**src/rtl/line_fill_engine_if.sv**
```systemverilog
// Bundle of the cache-side request/fill beats and the memory read channel for line_fill_engine.
// master = the engine's view, slave = the cache + backing-memory environment.
interface line_fill_engine_if #(
  parameter int ADDR_WIDTH = 32,
  parameter int DATA_WIDTH = 32
) ();
  logic                  req_valid;
  logic                  req_ready;
  logic [ADDR_WIDTH-1:0] req_addr;

  logic                  fill_valid;
  logic [DATA_WIDTH-1:0] fill_data;
  logic [1:0]            fill_idx;
  logic                  fill_last;
  logic                  fill_err;

  logic                  mem_req_valid;
  logic                  mem_req_ready;
  logic [ADDR_WIDTH-1:0] mem_req_addr;
  logic                  mem_rsp_valid;
  logic [DATA_WIDTH-1:0] mem_rsp_data;
  logic                  mem_rsp_err;

  modport master (
    input  req_valid, req_addr, mem_req_ready, mem_rsp_valid, mem_rsp_data, mem_rsp_err,
    output req_ready, fill_valid, fill_data, fill_idx, fill_last, fill_err,
           mem_req_valid, mem_req_addr
  );

  modport slave (
    output req_valid, req_addr, mem_req_ready, mem_rsp_valid, mem_rsp_data, mem_rsp_err,
    input  req_ready, fill_valid, fill_data, fill_idx, fill_last, fill_err,
           mem_req_valid, mem_req_addr
  );
endinterface

```
**src/rtl/line_fill_engine.sv**
```systemverilog
// Splits one cache line-fill into four single-word memory reads and returns an ordered beat stream.
// Optional macro FILL_CRITICAL_WORD_FIRST_EN: fetch/return the requested word first, wrapping.
module line_fill_engine #(
  parameter int ADDR_WIDTH      = 32,
  parameter int DATA_WIDTH      = 32,
  parameter int LINE_WORDS      = 4,
  parameter int MAX_OUTSTANDING = 2
) (
  input  logic               clk,
  input  logic               rst_n,
  line_fill_engine_if.master bus
);

  typedef enum logic [1:0] {
    IDLE  = 2'd0,
    ISSUE = 2'd1,
    DRAIN = 2'd2
  } state_t;

  localparam logic [2:0] WORDS     = 3'(LINE_WORDS);
  localparam logic [2:0] LAST_WORD = WORDS - 3'd1;
  localparam logic [2:0] MAX_OUT   = 3'(MAX_OUTSTANDING);

`ifdef FILL_CRITICAL_WORD_FIRST_EN
  localparam logic [1:0] START_MASK = 2'b11;
`else
  localparam logic [1:0] START_MASK = 2'b00;
`endif

  state_t                state_reg, state_next;
  logic [ADDR_WIDTH-3:0] base_reg, base_next;
  logic [1:0]            start_reg, start_next;
  logic [2:0]            issued_reg, issued_next;
  logic [2:0]            received_reg, received_next;
  logic [2:0]            outstanding_reg, outstanding_next;
  logic                  sticky_err_reg, sticky_err_next;

  logic                  fill_valid_reg, fill_valid_next;
  logic [DATA_WIDTH-1:0] fill_data_reg, fill_data_next;
  logic [1:0]            fill_idx_reg, fill_idx_next;
  logic                  fill_last_reg, fill_last_next;
  logic                  fill_err_reg, fill_err_next;

  logic mem_req_valid_c;
  logic mem_hs;
  logic rsp_acc;
  logic rsp_last;

  // Request valid depends only on registered state, so it and the address hold while stalled.
  assign mem_req_valid_c = (state_reg == ISSUE) && (issued_reg < WORDS) &&
                           (outstanding_reg < MAX_OUT);
  assign mem_hs   = mem_req_valid_c && bus.mem_req_ready;
  assign rsp_acc  = bus.mem_rsp_valid && (outstanding_reg != 3'd0);
  assign rsp_last = rsp_acc && (received_reg == LAST_WORD);

  always_comb begin
    state_next       = state_reg;
    base_next        = base_reg;
    start_next       = start_reg;
    issued_next      = issued_reg;
    received_next    = received_reg;
    outstanding_next = outstanding_reg;
    sticky_err_next  = sticky_err_reg;

    if (mem_hs) begin
      issued_next = issued_reg + 3'd1;
    end
    if (rsp_acc) begin
      received_next   = received_reg + 3'd1;
      sticky_err_next = sticky_err_reg | bus.mem_rsp_err;
    end
    case ({mem_hs, rsp_acc})
      2'b10:   outstanding_next = outstanding_reg + 3'd1;
      2'b01:   outstanding_next = outstanding_reg - 3'd1;
      default: outstanding_next = outstanding_reg;
    endcase

    case (state_reg)
      IDLE: begin
        if (bus.req_valid) begin
          state_next      = ISSUE;
          base_next       = bus.req_addr[ADDR_WIDTH-1:2];
          start_next      = bus.req_addr[1:0] & START_MASK;
          issued_next     = 3'd0;
          received_next   = 3'd0;
          sticky_err_next = 1'b0;
        end
      end
      ISSUE: begin
        if (rsp_last) begin
          state_next = IDLE;
        end else if (mem_hs && (issued_reg == LAST_WORD)) begin
          state_next = DRAIN;
        end
      end
      DRAIN: begin
        if (rsp_last) begin
          state_next = IDLE;
        end
      end
      default: state_next = IDLE;
    endcase
  end

  // Beat registers: data/idx hold between beats, last/err are strictly one-cycle qualifiers.
  always_comb begin
    fill_valid_next = rsp_acc;
    fill_data_next  = fill_data_reg;
    fill_idx_next   = fill_idx_reg;
    fill_last_next  = rsp_last;
    fill_err_next   = rsp_last && (sticky_err_reg || bus.mem_rsp_err);
    if (rsp_acc) begin
      fill_data_next = bus.mem_rsp_data;
      fill_idx_next  = start_reg + received_reg[1:0];
    end
  end

  always_ff @(posedge clk or negedge rst_n) begin
    if (!rst_n) begin
      state_reg       <= IDLE;
      base_reg        <= '0;
      start_reg       <= 2'd0;
      issued_reg      <= 3'd0;
      received_reg    <= 3'd0;
      outstanding_reg <= 3'd0;
      sticky_err_reg  <= 1'b0;
      fill_valid_reg  <= 1'b0;
      fill_data_reg   <= '0;
      fill_idx_reg    <= 2'd0;
      fill_last_reg   <= 1'b0;
      fill_err_reg    <= 1'b0;
    end else begin
      state_reg       <= state_next;
      base_reg        <= base_next;
      start_reg       <= start_next;
      issued_reg      <= issued_next;
      received_reg    <= received_next;
      outstanding_reg <= outstanding_next;
      sticky_err_reg  <= sticky_err_next;
      fill_valid_reg  <= fill_valid_next;
      fill_data_reg   <= fill_data_next;
      fill_idx_reg    <= fill_idx_next;
      fill_last_reg   <= fill_last_next;
      fill_err_reg    <= fill_err_next;
    end
  end

  assign bus.req_ready     = (state_reg == IDLE);
  assign bus.mem_req_valid = mem_req_valid_c;
  assign bus.mem_req_addr  = {base_reg, start_reg + issued_reg[1:0]};
  assign bus.fill_valid    = fill_valid_reg;
  assign bus.fill_data     = fill_data_reg;
  assign bus.fill_idx      = fill_idx_reg;
  assign bus.fill_last     = fill_last_reg;
  assign bus.fill_err      = fill_err_reg;

endmodule

```
**src/flat_wrapper.sv**
```systemverilog
// flat-port wrapper written by rule: the top's interface ports become plain ports
module line_fill_engine_flat 
#(
  parameter int ADDR_WIDTH      = 32,
  parameter int DATA_WIDTH      = 32,
  parameter int LINE_WORDS      = 4,
  parameter int MAX_OUTSTANDING = 2
)
  (clk, rst_n, bus_req_valid, bus_req_addr, bus_mem_req_ready, bus_mem_rsp_valid, bus_mem_rsp_data, bus_mem_rsp_err, bus_req_ready, bus_fill_valid, bus_fill_data, bus_fill_idx, bus_fill_last, bus_fill_err, bus_mem_req_valid, bus_mem_req_addr);
  line_fill_engine_if #(.ADDR_WIDTH(ADDR_WIDTH), .DATA_WIDTH(DATA_WIDTH)) bus_i ();
  input  logic clk;
  input  logic rst_n;
  input wire logic [$bits(bus_i.req_valid)-1:0] bus_req_valid;
  input wire logic [$bits(bus_i.req_addr)-1:0] bus_req_addr;
  input wire logic [$bits(bus_i.mem_req_ready)-1:0] bus_mem_req_ready;
  input wire logic [$bits(bus_i.mem_rsp_valid)-1:0] bus_mem_rsp_valid;
  input wire logic [$bits(bus_i.mem_rsp_data)-1:0] bus_mem_rsp_data;
  input wire logic [$bits(bus_i.mem_rsp_err)-1:0] bus_mem_rsp_err;
  output wire logic [$bits(bus_i.req_ready)-1:0] bus_req_ready;
  output wire logic [$bits(bus_i.fill_valid)-1:0] bus_fill_valid;
  output wire logic [$bits(bus_i.fill_data)-1:0] bus_fill_data;
  output wire logic [$bits(bus_i.fill_idx)-1:0] bus_fill_idx;
  output wire logic [$bits(bus_i.fill_last)-1:0] bus_fill_last;
  output wire logic [$bits(bus_i.fill_err)-1:0] bus_fill_err;
  output wire logic [$bits(bus_i.mem_req_valid)-1:0] bus_mem_req_valid;
  output wire logic [$bits(bus_i.mem_req_addr)-1:0] bus_mem_req_addr;
  assign bus_i.req_valid = bus_req_valid;
  assign bus_i.req_addr = bus_req_addr;
  assign bus_i.mem_req_ready = bus_mem_req_ready;
  assign bus_i.mem_rsp_valid = bus_mem_rsp_valid;
  assign bus_i.mem_rsp_data = bus_mem_rsp_data;
  assign bus_i.mem_rsp_err = bus_mem_rsp_err;
  assign bus_req_ready = bus_i.req_ready;
  assign bus_fill_valid = bus_i.fill_valid;
  assign bus_fill_data = bus_i.fill_data;
  assign bus_fill_idx = bus_i.fill_idx;
  assign bus_fill_last = bus_i.fill_last;
  assign bus_fill_err = bus_i.fill_err;
  assign bus_mem_req_valid = bus_i.mem_req_valid;
  assign bus_mem_req_addr = bus_i.mem_req_addr;
  line_fill_engine #(.ADDR_WIDTH(ADDR_WIDTH), .DATA_WIDTH(DATA_WIDTH), .LINE_WORDS(LINE_WORDS), .MAX_OUTSTANDING(MAX_OUTSTANDING)) u_core (.clk(clk), .rst_n(rst_n), .bus(bus_i));
endmodule
```
**config.mk**
```make
export PLATFORM = sky130hd
export DESIGN_NAME = line_fill_engine_flat
export DESIGN_NICKNAME = d
export VERILOG_FILES = /design/src/rtl/line_fill_engine_if.sv /design/src/rtl/line_fill_engine.sv /design/src/flat_wrapper.sv
export SDC_FILE = /design/constraint.sdc
export NUM_CORES = 1
export LEC_CHECK = 0
export BUFFER_PORTS_ARGS = -buffer_cell sky130_fd_sc_hd__buf_2
export CORE_UTILIZATION = 35
export CTS_CLUSTER_DIAMETER = 40
export DETAILED_ROUTE_END_ITERATION = 10
export GPL_TIMING_DRIVEN = 0
export HOLD_SLACK_MARGIN = 0.08
export PLACE_DENSITY = 0.65
export SYNTH_ARGS = -nofsm -noshare
export SYNTH_HDL_FRONTEND = slang
export SYNTH_SLANG_ARGS = --single-unit
```
**constraint.sdc**
```tcl
create_clock -name clk -period 3.79 [get_ports clk]
set_input_delay 0.379 -clock clk [delete_from_list [all_inputs] [get_ports clk]]
set_output_delay 0.379 -clock clk [all_outputs]
set_load 0.01 [all_outputs]
```
==> metrics, run 1 <==
startpoint types=flop; Congestion Overflow GR=0; Sink Count=79; post_cts resized=0; FFs w/ async S/R, synth=1.00; Crit Path Class=flop to flop; crit-path cells=o31ai_4 > inv_2 > clkbuf_1 > ha_1 > inv_1 > fa_1 > xor2_1 > nor2_1 > xor2_1; Hold Violations, Final=0; first-pass GRT wire length=10.1 mm; clk_lat worst skew=around 0.34 ns; TritonCTS Buffers=9; drt wl/cell=12.2 um; CP peak stage delay=0.49 ns; Buf/Inv on CP=3; area grow syn2layout=34.6%; Post-synth EDFFs=0; total track usage=0.145; DIE HEIGHT=a little under 100 um; final setup fails=0; Yosys cell types=27; CP Max Fanout=11; Final Hold Slack=approximately 0.22 ns; Compound-Gate Fraction of Synth Area=0.0265; Nets=just over 500; slowest stage cell, crit path=o31ai_4; DR pass1 iterations=6; cell internal pwr=2130 uW; # rows=34; vias per cell=around 4.5; hold_sp=bus_mem_rsp_data[19]; XOR/XNOR Fraction of Synth Area=0.0112; ANT cells=0; Crit Reg-Reg Startpoint=u_core.outstanding_reg[2]; DRC violations left=0; total core area=between 8000 and 9000 um2; area leader, netlist=dfrtp_1; Util after Layout=0.484; final count of pins violating max slew=0; Critical Path AT=2.62 ns; Peak VDD IR=between 0.3 and 0.4 mV; Starting DRT DRC Count=roughly 80; combinational power share=0.364; RSZ-0062 raised after global routing=false; port bufs=roughly 140; Final WS setup=approximately 1.4 ns; initial antenna violation count=0; leakage power=about 0.0023 uW; RD Place Congestion=0.752; list of most frequent post-synthesis cells=106 x nand2_1, 79 x dfrtp_1, 30 x mux2_2, 8 x nor2_1, 7 x inv_1; delay-heaviest family, CP=compound AO/OA/AOI/OAI gates; skew final=a little under 0.009 ns; mean post-synth cell area=between 10 and 15 um2; fin crit period=approximately 2.4 ns; Setup WS pre-CTS=~1.4 ns; top cells by area, synth=dfrtp_1 63%, nand2_1 13%, mux2_2 11%; P per Cell Area=between 700 and 800 nW/um2; post-route total power=3230 uW; post-synthesis sequential area ratio=0.634; Clk pwr share=0.209; Yosys reg bits=between 70 and 80; Largest register FFs=32; H-Tree Depth=3; CTS Root Cell=clkbuf_8; Syn Inst Count=between 200 and 300; Routed WL=around 6.6 mm; Sw Ratio=0.339; die area=between 9000 and 10000 um2; crit-path most repeated cell=xor2_1; worst slew pin tran=~0.58 ns; fmax=416 MHz; post-route ant nets=0; clock slew at the register clock pins of the worst setup and hold paths=roughly 0.090 ns; part of the power in registers=0.427; top-count cell post-synth=nand2_1; Crit. End Element=flop; Slew HR=0.611; status=completed; share of cells above drive strength 1=0.449; Final TNS setup=0 ns; TritonCTS clock tree=done; Psw=1090 uW; maximum root-to-sink buffer count=2; Synth Warn #=0; crit path from=u_core.outstanding_reg[2]; post-synthesis mux area share=0.111; vias=between 2000 and 2500; initial core utilization=0.360; main combinational cell family by area after synthesis=simple AND/OR/NAND/NOR gates; Die X=roughly 96 um; Mapped Nets=between 300 and 400; post-synthesis simple-gate area fraction=0.160; vias in the first global route=2193; Max Cap Viol=0; pin count of the biggest net entering global routing=64; top-area cell type share of the netlist area=0.634; period utilisation layout=0.634; Min-Delay Path Class=input port to flop; Top FF cell, synth=dfrtp_1; Cell Area, Synth=approximately 3100 um2; post-synthesis adder-cell area fraction=0.0265; Worst EP required=between 4 and 5 ns; Ports=~140; DP HPWL=between 4 and 5 mm
path summary, 6_finish.rpt:
check | to | slack (ns) | cells past startpoint
max | u_core.outstanding_reg[2] | 1.39 | 9
min | u_core.bus.fill_data[19] | 0.22 | 3
max reg2reg | u_core.outstanding_reg[2] | 1.39 | 9
min reg2reg | u_core.bus.fill_data[0] | 0.47 | 2
max in group asynchronous | u_core.bus.fill_err | 2.75 | 3
min in group asynchronous | u_core.base_reg[9] | 0.45 | 2
cell usage in the layout (no fill, tap or decap):
cell type        n
buf_2          140
nand2_1        106
dfrtp_1         79
mux2_2          30
clkbuf_8         9
nor2_1           8
clkbuf_1         8
inv_1            7
buf_4            5
a21oi_1          5
ha_1             5
clkinvlp_4       3
nand3_1          2
nand2b_1         2
o21ai_0          2
or3_1            2
xnor2_1          2
xor2_1           2
bufinv_16        2
nor2b_1          1
nor4b_1          1
or4b_4           1
and2_1           1
o31ai_4          1
inv_2            1
a211oi_1         1
a21oi_2          1
a41o_1           1
mux2i_1          1
fa_1             1
dlygate4sd3_1    1
buf_16           1
routing by layer:
metal / vias to the layer above / track usage / part of all wire
met3: 7 / 0.0516 / 0.078
met2: 89 / 0.230 / 0.46
met5: - / 0 / 0
li1: 1182 / - / -
met1: 1155 / 0.184 / 0.46
met4: 0 / 0.0515 / 0.0079
metrics by stage:
stage	std cells	area (um2)
finish	540	4200
global route	540	4200
CTS	540	4200
detailed placement	523	3980
global placement	522	3950
floorplan	276	3120
worst reg2reg max path, stage by stage, from the launching register on:
cell and delay (ns):
dfrtp_1 0.45, o31ai_4 0.49, inv_2 0.12, clkbuf_1 0.31, ha_1 0.33, inv_1 0.07
fa_1 0.17, xor2_1 0.15, nor2_1 0.06, xor2_1 0.13
repair_timing:
item / 4_1_cts / 5_1_grt
endpoints found under the hold margin: 16 / 0
hold buffers: 1 / 0
buffers inserted: 0 / 0
layout make-up:
class | instances | area, um2
Clock buffer | 11 | 131
Buffer | 13 | 67.6
Fill cell | 842 | 4480
Multi-Input combinational cell | 176 | 1050
Inverter | 8 | 30.0
Tap cell | 108 | 135
Timing Repair Buffer | 140 | 731
Clock inverter | 5 | 82.6
Sequential cell | 79 | 1980
power by group through the flow:
stage / registers [uW] / clock network, uW / logic (uW)
floorplan: 1530 / 0 / 566
global placement: 1380 / 0 / 1170
detailed placement: 1400 / 0 / 1200
CTS: 1380 / 702 / 1200
global route: 1430 / 740 / 1330
finish: 1380 / 676 / 1170
cells by family after synthesis:
group           after synthesis
compound gates               11
xor+xnor                      4
fa+ha+maj                     6
buf+inv                      21
flops                        79
mux                          31
simple gates                124
Note: power is estimated with default switching activity, not from simulation.
==> run 2: changes to the inputs <==
==> constraint.sdc (replaced) <==
create_clock -name clk -period 2.3 [get_ports clk]
set_input_delay 0.23 -clock clk [delete_from_list [all_inputs] [get_ports clk]]
set_output_delay 0.23 -clock clk [all_outputs]
set_load 0.01 [all_outputs]
==> metrics, run 2 (synthesis gave the netlist of run 1 again) <==
Nets=534 (was 503); Die X=96.4 um (unchanged); initial core utilization=0.360 (unchanged); ANT cells=0 (unchanged); startpoint types=flop (unchanged); Congestion Overflow GR=0 (unchanged); fmax=510 MHz (was 416 MHz); vias per cell=4.48 (was 4.51); crit path from=u_core.outstanding_reg[2] (unchanged); port bufs=138 (unchanged); post-route ant nets=0 (unchanged); DIE HEIGHT=96.4 um (unchanged); most common cell after layout, fill and taps aside=buf_2 (unchanged); vias in the first global route=2334 (was 2193); Slew HR=0.668 (was 0.611); final count of pins violating max slew=0 (unchanged); Starting DRT DRC Count=86 (was 79); worst slew pin tran=0.498 ns (was 0.584 ns); Post-Layout Inst Area=4510 um2 (was 4200 um2); CTS Root Cell=clkbuf_8 (unchanged); clock slew at the register clock pins of the worst setup and hold paths=0.08 ns (was 0.09 ns); Largest register FFs=32 (unchanged); # rows=34 (unchanged); first-pass GRT wire length=10.8 mm (was 10.1 mm); Ports=141 (unchanged); die area=9300 um2 (unchanged); Crit Path Class=flop to flop (unchanged); share of cells above drive strength 1=0.421 (was 0.449); hold_sp=bus_mem_rsp_data[23] (was bus_mem_rsp_data[19]); area post-placement=3980 um2 (unchanged); fin crit period=1.96 ns (was 2.40 ns); Util after Layout=0.520 (was 0.484); Routed WL=7.04 mm (was 6.61 mm); status=completed (unchanged); RD Place Congestion=0.752 (unchanged); Crit Reg-Reg Startpoint=u_core.outstanding_reg[2] (unchanged); drt wl/cell=12.3 um (was 12.2 um); Peak VDD IR=0.560 mV (was 0.337 mV); Min-Delay Path Class=input port to flop (unchanged); Final TNS setup=0 ns (unchanged); vias=2558 (was 2433); post_cts resized=0 (unchanged); clk_lat worst skew=0.34 ns (about the same); initial antenna violation count=0 (unchanged); total track usage=0.156 (was 0.145); RSZ-0062 raised after global routing=false (unchanged); most frequent cells in the layout=140 x buf_2, 106 x nand2_1, 79 x dfrtp_1 (unchanged); Max Cap Viol=0 (unchanged); Sink Count=79 (unchanged); maximum root-to-sink buffer count=2 (unchanged); pin count of the biggest net entering global routing=64 (unchanged); P per Cell Area=1190 nW/um2 (was 768 nW/um2); post-route total power=5370 uW (was 3230 uW); period utilisation layout=0.853 (was 0.634); area grow syn2layout=44.7% (was 34.6%); CP Max Fanout=4 (was 11); final setup fails=0 (unchanged); Setup WS pre-CTS=-0.129 ns (was 1.36 ns); DP HPWL=4.88 mm (unchanged); Worst EP required=2.52 ns (was 4.01 ns); H-Tree Depth=3 (unchanged); skew final=0.00739 ns (was 0.00890 ns); TritonCTS clock tree=done (unchanged); Critical Path AT=2.18 ns (was 2.62 ns); leakage power=0.00239 uW (was 0.00226 uW); DRC violations left=0 (unchanged); DR pass1 iterations=6 (unchanged); total core area=8680 um2 (unchanged); Final WS setup=0.339 ns (was 1.39 ns); TritonCTS Buffers=9 (unchanged); Crit. End Element=flop (unchanged); Hold Violations, Final=0 (unchanged)
run 2: changes by cell type in the layout (fill, tap and decap cells not counted), sizes merged:
cell         delta
dlygate4sd3    +31
clkbuf          -1
buf             +1
run 2: worst paths after layout:
| path | end | slack [ns] | depth (start not counted) |
|---|---|---|---|
| hold / removal | u_core.bus.fill_data[23] | 0.11 | 3 |
| min in group asynchronous | u_core.base_reg[9] | 0.30 | 2 |
| setup / recovery | u_core.outstanding_reg[2] | 0.34 | 8 |
| hold reg to reg | u_core.bus.fill_data[0] | 0.47 | 2 |
| max in group asynchronous | u_core.base_reg[14] | 1.43 | 3 |
| setup reg to reg | u_core.outstanding_reg[2] | 0.34 | 8 |
run 2: layout make-up:
| type | count | area, um2 |
|---|---|---|
| Clock buffer | 11 | 131 |
| Sequential cell | 79 | 1980 |
| Multi-Input combinational cell | 176 | 1050 |
| Tap cell | 108 | 135 |
| Fill cell | 800 | 4160 |
| Inverter | 8 | 30.0 |
| Clock inverter | 5 | 82.6 |
| Timing Repair Buffer | 172 | 1050 |
| Buffer | 12 | 63.8 |
run 2: what timing repair did:
action | CTS | global route
endpoints found under the setup margin | 2 | 0
setup buffers | 1 | 0
endpoints found under the hold margin | 48 | 1
hold buffers | 31 | 1
run 2: critical path, stage by stage, from the launching register on:
cell	delay (ns)
dfrtp_1	0.45
nor4b_1	0.47
nand2_1	0.12
ha_1	0.22
inv_1	0.07
fa_1	0.17
xor2_1	0.15
nor2_1	0.06
xor2_1	0.13
run 2: report_power, final:
part           internal, uW  switching, uW
logic                   979           1010
clock network           613            502
registers              1960            310
run 2: stage by stage:
stage / hold slack [ns] / instances
finish: 0.114 / 571
global route: 0.0950 / 571
CTS: 0.0807 / 570
detailed placement: 0.122 / 523
global placement: 0.421 / 522
floorplan: -0.0656 / 276
run 2: layer usage:
metal,global-route usage,vias to the layer above,part of all wire
li1,-,1243,-
met1,0.198,1217,0.46
met2,0.256,91,0.47
met3,0.0469,7,0.067
met4,0.0515,0,0.0072
met5,0,-,0
